## src/rtl/pixel_delay_line.sv

```systemverilog
// Runtime-programmable multi-channel pixel delay line with stall and valid.
// Circular RAM of MAX_DEPTH words; delay change or flush restarts the fill count.
module pixel_delay_line #(
   parameter  int DATA_W        = 8,
   parameter  int CHANNELS      = 1,
   parameter  int MAX_DEPTH     = 16,
   parameter  int DEFAULT_DELAY = 1,
   localparam int W             = DATA_W * CHANNELS,
   localparam int DSEL_W        = $clog2(MAX_DEPTH) + 1
) (
   input  logic              clock,
   input  logic              reset_n,
   input  logic              en,
   input  logic              flush,
   input  logic [DSEL_W-1:0] delay_sel,
   input  logic [W-1:0]      in_data,
   output logic [W-1:0]      out_data,
   output logic              out_valid
);

   localparam int AW = $clog2(MAX_DEPTH);
   localparam logic [DSEL_W-1:0] MAX_D  = DSEL_W'(MAX_DEPTH);
   localparam logic [DSEL_W-1:0] DEF_D  = DSEL_W'(DEFAULT_DELAY);
   localparam logic [DSEL_W-1:0] ONE    = DSEL_W'(1);
   localparam logic [AW-1:0]     P_ONE  = AW'(1);

   logic [W-1:0]      mem [MAX_DEPTH];
   logic [AW-1:0]     wr_ptr;
   logic [AW-1:0]     rd_ptr;
   logic [DSEL_W-1:0] cur_delay;
   logic [DSEL_W-1:0] eff;
   logic [DSEL_W-1:0] fill;
   logic [DSEL_W-1:0] fill_sat;
   logic [DSEL_W:0]   fill_inc;
   logic              chg;
   logic              dly1;
   logic              ok_valid;
   logic [W-1:0]      rd_word;

   always_comb begin
      eff = delay_sel;
      unique case (1'b1)
         (delay_sel == '0):   eff = ONE;
         (delay_sel > MAX_D): eff = MAX_D;
         default:             eff = delay_sel;
      endcase
   end

   // Read slot holds the word written D-1 enabled edges ago.
   assign rd_ptr   = wr_ptr - AW'(eff - ONE);
   assign chg      = (eff != cur_delay);
   assign dly1     = (eff == ONE);
   assign fill_inc = {1'b0, fill} + {1'b0, ONE};
   assign fill_sat = (fill == MAX_D) ? fill : fill + ONE;
   assign ok_valid = (fill_inc >= {1'b0, eff});
   assign rd_word  = dly1 ? in_data : mem[rd_ptr];

   always_ff @(posedge clock) begin
      if (en && !flush) mem[wr_ptr] <= in_data;
   end

   always_ff @(posedge clock or negedge reset_n) begin
      if (!reset_n) begin
         out_data  <= '0;
         out_valid <= 1'b0;
         wr_ptr    <= '0;
         fill      <= '0;
         cur_delay <= DEF_D;
      end else begin
         cur_delay <= eff;
         if (flush) begin
            out_data  <= '0;
            out_valid <= 1'b0;
            fill      <= '0;
         end else if (chg) begin
            fill <= en ? ONE : '0;
            if (en) begin
               out_data  <= rd_word;
               out_valid <= dly1;
               wr_ptr    <= wr_ptr + P_ONE;
            end else begin
               out_valid <= 1'b0;
            end
         end else if (en) begin
            out_data  <= rd_word;
            out_valid <= ok_valid;
            fill      <= fill_sat;
            wr_ptr    <= wr_ptr + P_ONE;
         end
      end
   end

endmodule
```

## config.mk

```make
export PLATFORM = sky130hd
export DESIGN_NAME = pixel_delay_line
export DESIGN_NICKNAME = d
export VERILOG_FILES = /design/src/rtl/pixel_delay_line.sv
export SDC_FILE = /design/constraint.sdc
export NUM_CORES = 1
export LEC_CHECK = 0
export CORE_MARGIN = 1.5
export CORE_UTILIZATION = 45
export CTS_CLUSTER_SIZE = 14
export DETAILED_ROUTE_END_ITERATION = 6
export GPL_ROUTABILITY_DRIVEN = 0
export PLACE_DENSITY = 0.6
export RECOVER_POWER = 50
export SYNTH_ARGS = -nofsm -noshare
export SYNTH_HDL_FRONTEND = slang
export SYNTH_SLANG_ARGS = --single-unit
```

## constraint.sdc

```tcl
create_clock -name clock -period 3.7 [get_ports clock]
set_input_delay 0.74 -clock clock [delete_from_list [all_inputs] [get_ports clock]]
set_output_delay 0.74 -clock clock [all_outputs]
set_load 0.03 [all_outputs]
```

* Yosys cells after proc, flatten, opt, wreduce, memory -nomap -nowiden
Memories as Yosys holds them, arrays and structs flattened.
Index checks and enable logic that the tools add are counted.
** Word-level totals
- Memories kept :: 1
- Output and inout port bits :: 9
- Flip-flop bits (word level) :: 23
- Input port bits :: 17
- RAM bits :: 128
- Word-level logic and storage cells :: 40
** Memory list
- mem :: words 16, width 8, rd ports 1, clocked after memory_dff 0, write ports 1, RTL line 27 : logic [W-1:0] mem [MAX_DEPTH];
** Cells by class
- Order comparisons :: 2
- Mux-type cells :: 15
- Equality and inequality tests :: 4
- Add/subtract/negate cells :: 5
- Reduce and logical (&&, ||, !) cells :: 7
- Bitwise operators :: 1
** Operator list (count)
- 2-to-1 mux 8 bit :: 3
- 2-to-1 mux 5 bit :: 4
- case mux 5 bit (2 select lines) :: 1
- 2-to-1 mux 1 bit :: 7
- adder 5 x 1 -> 6 bit (second input constant) :: 1
- >= comparator 6 x 5 -> 1 bit :: 1
- adder 5 x 1 -> 5 bit (second input constant) :: 1
- equality test 5 x 1 -> 1 bit (second input constant) :: 1
- equality test 5 bit (second input constant) :: 1
- greater-than comparator 5 bit (second input constant) :: 1
- zero test 5 bit :: 1
- != test 5 bit :: 1
- adder 4 x 1 -> 4 bit (second input constant) :: 1
- AND reduction 2 bit :: 2
- subtractor 4 x 1 -> 4 bit (second input constant) :: 1
- subtractor 4 bit :: 1
- != test 3 bit (second input constant) :: 1
- nonzero test 3 bit :: 1
- nonzero test 2 bit :: 1
- logical AND 1 bit :: 1
- zero test 1 bit :: 1
- inverter 1 bit :: 1

* Depth between registers and ports, before layout
Gate-level depths: netlist (run 1).
An unclocked memory read counts as a cell.
- Depth in word-level cells :: 8
- Depth in mapped cells :: 20
- Mapped depth without buffers :: 17

* Worst setup path after synthesis (run 1)
Ideal clock, no wire load.
- Path kind :: input port to flip-flop
- Start :: input delay_sel[1]
- End :: register out_data[3]
- Path buffers :: 3
- Arrival :: 4.171 ns
- Required time :: 3.618 ns
- Cell stages on the path :: 19
- Setup slack :: -0.553 ns
- Cells stage by stage :: or2_2 or3_1 inv_1 ha_1 buf_6 nand2_1 inv_1 ha_1 inv_1 ha_1 inv_1 fa_1 xnor2_1 xnor3_1 buf_2 clkbuf_1 mux2i_1 a22oi_1 a31oi_1
** On the way
- Longest elaborated chain between the ends :: 8
** RTL lines
- start: declaration :: RTL line 15 : input logic [DSEL_W-1:0] delay_sel,
- greater-than comparator 5 bit / zero test 5 bit (equally long branches) :: RTL line 44, 43
- case mux 5 bit (2 select lines) (*) :: RTL line 42 : unique case (1'b1)
- net eff[1] :: RTL line 31 : logic [DSEL_W-1:0] eff;
- subtractor 4 x 1 -> 4 bit :: RTL line 50 : assign rd_ptr = wr_ptr - AW'(eff - ONE);
- subtractor 4 bit :: RTL line 50
- memory read (16 x 8 bit)
- 2-to-1 mux 8 bit (*) :: RTL line 56 : assign rd_word = dly1 ? in_data : mem[rd_ptr];
- 2-to-1 mux 8 bit (*) :: RTL line 77, 84
- 2-to-1 mux 8 bit (*) :: RTL line 71 : if (flush) begin
- end signal: assignment :: RTL line 78 : out_data <= rd_word;
- end signal: assignment :: RTL line 85 : out_data <= rd_word;
- end: declaration :: RTL line 17 : output logic [W-1:0] out_data,
Mark *: on every way through the listed nets, which the timed path passes. The rest lies on a longest branch. The select of a mux whose other input is x is not followed.
A chain may end at the register's enable or synchronous reset.

* Worst setup path after layout (run 1)
- Start :: input delay_sel[2]
- End :: register out_data[1]
The elaborated chain is that of the path after synthesis.

==> flow_summary_export.csv, run 1 <==
group,metric,value,unit
setup_path,cp_max_fo,6,
floorplan,start_util,46.0,%
drt,drt_iter0_markers,349,
worst_hold_path,hold_class,"reg -> reg",
global_routing,antenna_found_initial,0,
clock_tree,h-tree-depth,4,
synthesis,yosys.area.top_type_share,57.5,%
timing,fmax,267,MHz
synthesis,synthTopCellsByArea,"edfxtp_1, dfrtp_1, mux2i_1, mux4_2, mux4_1",
setup_path,cp-start-kind,"input pin",
setup_path,worstSetupPathType,"in -> reg",
clock_tree,clkTransAtPathRegs,0.06,ns
drt,postRouteAntennaNets,0,
timing,final-hold-violation-count,0,
setup_path,critPathCaptureType,"flip-flop",
power,leakage,0.00296,µW
drt,drt_first_pass_iters,5,
synthesis,synth_edf_count,128,
placed_design,place_ws,-1.09,ns
floorplan,die_x,125,µm
floorplan,rows,44,
timing,finalMaxSlewViolations,0,
power,p_per_area,805,nW/µm²
floorplan,die_h,125,µm
clock_tree,numCtsBuffers,17,
drt,num_vias,3822,
synthesis,yosys.area.top_type,"edfxtp_1",
finish,antenna_cells,0,
timing,fin_crit_sh,101,%
floorplan,io_pins,26,
status,violations,"setup timing",
setup_path,worstPathRequired,4.00,ns
setup_path,cp.arrival,4.05,ns
power,irDropWorstVdd,0.459,mV
global_routing,grt_max_degree,24,
synthesis,synth_cells,424,
global_routing,grt_pass1_wl,22.2,mm
timing,final.setup.tns,-0.0692,ns
floorplan,fp.dieArea,15600,µm²
clock_tree,cts_tree,"yes",
finish,n_fill_cell,1184,
synthesis,ys_seq_area_share,66.1,%
synthesis,postSynthAreaPerCell,15.8,µm²
timing,grt_setup_unrepaired,"yes",
synthesis,syn_nets,458,
timing,period_minus_slack,3.75,ns
timing,setup_viol,3,
finish,drive_above_1_share,23.9,%
clock_tree,clock_latency,0.41,ns
placed_design,dpl_cell_area,7440,µm²
timing,fin_hold_ws,0.571,ns
finish,area_delta_synth_final,21.1,%
timing,fin_skew,0.00959,ns
finish,design_area,8100,µm²
clock_tree,cts_sinks,151,
synthesis,syn_area,6690,µm²
synthesis,ys_seq_elements,151,
global_routing,use_met1,27.9,%
clock_tree,hold_buffers,0,
global_routing,grt_pass1_vias,3857,
clock_tree,clk_path_buf_depth,2,
placed_design,hpwl,9.64,mm
global_routing,gr-total-overflow,0,
synthesis,yosys_warnings,0,
finish,fin_nets,532,
drt,drc,0,
status,outcome,"complete, but fails checks",
global_routing,use_met3,3.89,%
synthesis,async_flop_share,15.2,%
timing,worst_slack,-0.0485,ns
run,max-cap-violations,0,
timing,worst_pin_slew,1.33,ns
drt,viasPerCell,5.50,
timing,slew_headroom,11.5,%
synthesis,yosys.cell_types.count,54,
global_routing,busiest_layer,"met2",
drt,wl,14.0,mm
global_routing,use_met2,29.3,%
drt,wl_per_cell,20.2,µm
placed_design,portBuffers,25,
global_routing,grt_usage,19.0,%
floorplan,core,14500,µm²
synthesis,dominantRegCellSynth,"edfxtp_1",
clock_tree,cts_root_buf,"clkbuf_16",
==> cell usage after synthesis (2+ instances only) <==
library cell,count
a211oi_1,2
a21o_1,4
a21oi_1,16
a221oi_1,4
a22oi_1,7
a31oi_1,5
and2_1,18
and3_1,2
buf_2,3
buf_6,4
clkbuf_1,9
dfrtp_1,22
edfxtp_1,128
ha_1,16
inv_1,19
mux2i_1,31
mux4_1,8
mux4_2,11
nand2_1,15
nand2b_1,7
nand3_1,5
nand3b_1,5
nand4_1,2
nor2_1,22
nor2b_1,4
nor3_1,3
nor3b_1,2
o211ai_1,2
o21ai_0,5
o221a_1,2
o31ai_1,4
or2_2,2
or3_1,3
xnor2_1,9
xor2_1,4
==> logic make-up after synthesis <==
logic type,count (synthesis),synth area share (%)
buffers and inverters,38,2.86
flip-flops,151,66.1
AO/OA/AOI/OAI,57,5.83
multiplexers,52,12.0
AND/OR/NAND/NOR,94,7.50
XOR/XNOR,15,2.45
adder cells (fa/ha/maj),17,3.29
==> cell type report <==
class,count,area (µm²),area share (%)
Clock buffer,18,429,5.30
Timing Repair Buffer,73,624,7.71
Inverter,20,77.6,0.957
Tap cell,184,230,2.84
Clock inverter,14,123,1.51
Multi-Input combinational cell,235,2200,27.1
Sequential cell,151,4420,54.6
==> registers in the layout (all words and copies together) (netlist names) <==
| name | count |
|---|---|
| cur_delay | 5 |
| fill | 5 |
| out_data | 8 |
| mem | 128 |
| wr_ptr | 4 |
| out_valid | 1 |
==> final timing paths <==
path	start	endpoint	slack, ns	cells past startpoint
max in group asynchronous	reset_n	cur_delay[3]	1.77	2
max reg2reg	wr_ptr[1]	out_data[1]	0.74	13
max	delay_sel[2]	out_data[1]	-0.05	18
min reg2reg	out_data[1]	out_data[1]	0.57	1
min in group asynchronous	reset_n	fill[1]	1.14	2
min	out_data[1]	out_data[1]	0.57	1
==> per-layer routing <==
layer / up-vias / wire (µm)
met4: 0 / 127
met3: 10 / 650
met1: 1918 / 6840
met2: 112 / 6420
li1: 1782 / -
met5: - / 0
==> cells in the final DEF (no fill, tap or decap), drive strengths merged, types with 3 or more instances in the layout <==
cell type | synthesis | routed
buf | 9 | 47
nand3b | 5 | 5
nor3 | 3 | 3
a22oi | 7 | 7
and2 | 18 | 18
nand3 | 5 | 5
clkinv | 1 | 7
ha | 16 | 16
a21o | 4 | 4
dfrtp | 22 | 22
a221oi | 4 | 4
o31ai | 4 | 4
xor2 | 4 | 4
clkinvlp | 0 | 3
clkbuf | 9 | 21
xnor2 | 10 | 10
dlygate4sd3 | 0 | 9
clkdlybuf4s50 | 0 | 12
inv | 19 | 23
o21ai | 5 | 5
edfxtp | 128 | 128
or3 | 3 | 3
mux2i | 32 | 32
o221a | 3 | 3
mux4 | 19 | 19
nor2 | 22 | 22
a31oi | 5 | 5
nand2 | 15 | 15
nor2b | 4 | 4
nand2b | 7 | 7
a21oi | 16 | 16
==> metrics by stage <==
stage                     cells  total power (µW)  util, %
final                       695              6520     55.8
after global routing        695              6830     55.8
after CTS                   695              6520     55.7
after detailed placement    658              4740     51.2
after global placement      658              4700     51.2
after floorplan             424              3900        -
==> power breakdown <==
part | internal [µW] | total, µW | switching [µW]
Combinational | 1400 | 2830 | 1440
Sequential | 1990 | 2080 | 88.9
Clock | 927 | 1610 | 687
Total | 4310 | 6520 | 2210
==> timing repair <==
item,CTS,global route
buffers inserted,5,0
resized for setup,30,3
endpoints found under the setup margin,8,8
pin swaps,19,11
==> critical path: stages <==
cell	delay, ns
buf_6	0.09
or2_4	0.24
or3_4	0.35
inv_4	0.07
ha_4	0.21
mux2i_2	0.19
inv_1	0.08
nor2_1	0.10
ha_2	0.18
inv_2	0.03
fa_2	0.34
xnor2_2	0.17
xnor3_1	0.25
buf_6	0.16
mux4_2	0.31
a22oi_2	0.20
a21oi_2	0.09
o221a_2	0.25
(Power assumes the default switching activity.)
==> run 2: changes to the inputs <==
Clock period 3.7 ns to 4.1 ns, I/O delays scaled along.
==> flow_summary_export.csv, run 2 (same netlist as run 1, synthesis figures left out) <==
group,metric,value,unit
setup_path,cp.arrival,4.28,ns
power,leakage,0.00299,µW
worst_hold_path,hold_class,"reg -> reg",
timing,setup_viol,0,
finish,largest_reg_flops,128,
timing,period_minus_slack,3.97,ns
drt,wl_per_cell,20.7,µm
global_routing,grt_pass1_wl,22.4,mm
placed_design,hpwl,9.57,mm
clock_tree,cts_tree,"yes",
finish,top_regs,"mem x128, out_data x8",
setup_path,cp-start-kind,"input pin",
global_routing,gr-total-overflow,0,
clock_tree,cts_root_buf,"clkbuf_16",
finish,n_fill_cell,1185,
finish,final_common_cell,"edfxtp_1",
drt,drc,0,
drt,drt_first_pass_iters,5,
floorplan,die_x,125,µm
finish,area_delta_synth_final,21.2,%
setup_path,worstPathRequired,4.41,ns
clock_tree,hold_buffers,0,
timing,final.setup.tns,0,ns
drt,num_vias,3780,
finish,largest-register,"mem",
placed_design,portBuffers,25,
floorplan,start_util,46.0,%
floorplan,fp.dieArea,15600,µm²
drt,drt_iter0_markers,318,
global_routing,antenna_found_initial,0,
clock_tree,numCtsBuffers,17,
timing,worst_pin_slew,1.17,ns
clock_tree,clk_path_buf_depth,2,
finish,mostFrequentLayoutCells,"edfxtp_1, mux2i_1, buf_4, nor2_1, dfrtp_1",
drt,viasPerCell,5.52,
clock_tree,clkTransAtPathRegs,0.06,ns
finish,drive_above_1_share,20.8,%
global_routing,grt_pass1_vias,3870,
floorplan,io_pins,26,
setup_path,reg2reg_setup_slack,1.10,ns
floorplan,die_h,125,µm
power,total_power,6080,µW
global_routing,grt_max_degree,24,
status,outcome,"completed",
global_routing,grt_usage,19.5,%
setup_path,critPathCaptureType,"flip-flop",
finish,seqCellArea,4420,µm²
floorplan,rows,44,
timing,fmax,252,MHz
power,p_per_area,750,nW/µm²
clock_tree,h-tree-depth,4,
timing,final-hold-violation-count,0,
clock_tree,cts_sinks,151,
drt,wl,14.1,mm
timing,fin_skew,0.00829,ns
clock_tree,clock_latency,0.43,ns
timing,finalMaxSlewViolations,0,
floorplan,core,14500,µm²
power,irDropWorstVdd,0.363,mV
setup_path,worstSetupPathType,"in -> reg",
finish,final_util,55.8,%
timing,fin_crit_sh,96.8,%
timing,slew_headroom,21.6,%
finish,fin_nets,522,
setup_path,cp_max_fo,6,
drt,postRouteAntennaNets,0,
finish,multi_input_area,2170,µm²
finish,antenna_cells,0,
run,max-cap-violations,0,
==> run 2: layout make-up <==
class,count,share of cell area [%]
Clock buffer,19,5.34
Clock inverter,13,2.08
Inverter,20,0.957
Multi-Input combinational cell,235,26.8
Sequential cell,151,54.5
Tap cell,184,2.84
Timing Repair Buffer,63,7.49
==> run 2: path summary, 6_finish.rpt <==
kind	startpoint	end	cells past startpoint
max in group asynchronous	reset_n	out_data[3]	1
worst max register to register	wr_ptr[0]	out_data[6]	12
worst max-delay path	delay_sel[1]	out_data[6]	18
worst min-delay path	out_data[6]	out_data[6]	1
worst min register to register	out_data[6]	out_data[6]	1
min in group asynchronous	reset_n	fill[1]	1
==> run 2: metal layers <==
| metal | up-vias | GRT usage, % | wire length (µm) |
|---|---|---|---|
| met3 | 19 | 4.71 | 754 |
| met4 | 0 | 6.62 | 234 |
| li1 | 1764 | - | - |
| met5 | - | 0 | 0 |
| met2 | 93 | 29.6 | 6540 |
| met1 | 1904 | 27.8 | 6620 |
==> run 2: metrics by stage <==
step	setup slack (ns)	instance area [µm²]	instances	hold slack (ns)
detailed placement	-0.728	7390	647	0.566
global placement	-0.675	7390	647	0.563
global route	-0.00323	8110	685	0.599
CTS	0.0460	8080	683	0.579
floorplan	-0.0283	6750	424	0.512
finish	0.132	8110	685	0.572
==> run 2: timing repair <==
item,in CTS,in global routing
pin swaps,7,9
gates resized for setup,10,9
endpoints found under the setup margin,8,7
cloned,1,0
setup buffers,3,2
==> run 2: power by group <==
part	total (µW)	switching, µW	internal, µW
sequential	1870	80.1	1790
combinational	2600	1280	1320
clock	1600	639	966
==> run 2: worst max-delay path: stages <==
cell             delay [ns]
clkdlybuf4s15_1        0.18
or2_4                  0.23
or3_4                  0.39
inv_4                  0.07
ha_4                   0.21
mux2i_2                0.20
inv_1                  0.09
nor2_1                 0.10
ha_2                   0.18
inv_2                  0.04
fa_2                   0.34
xnor2_2                0.17
xnor3_2                0.36
buf_12                 0.18
mux4_2                 0.30
nand3b_1               0.13
nand3_2                0.08
o221a_1                0.22
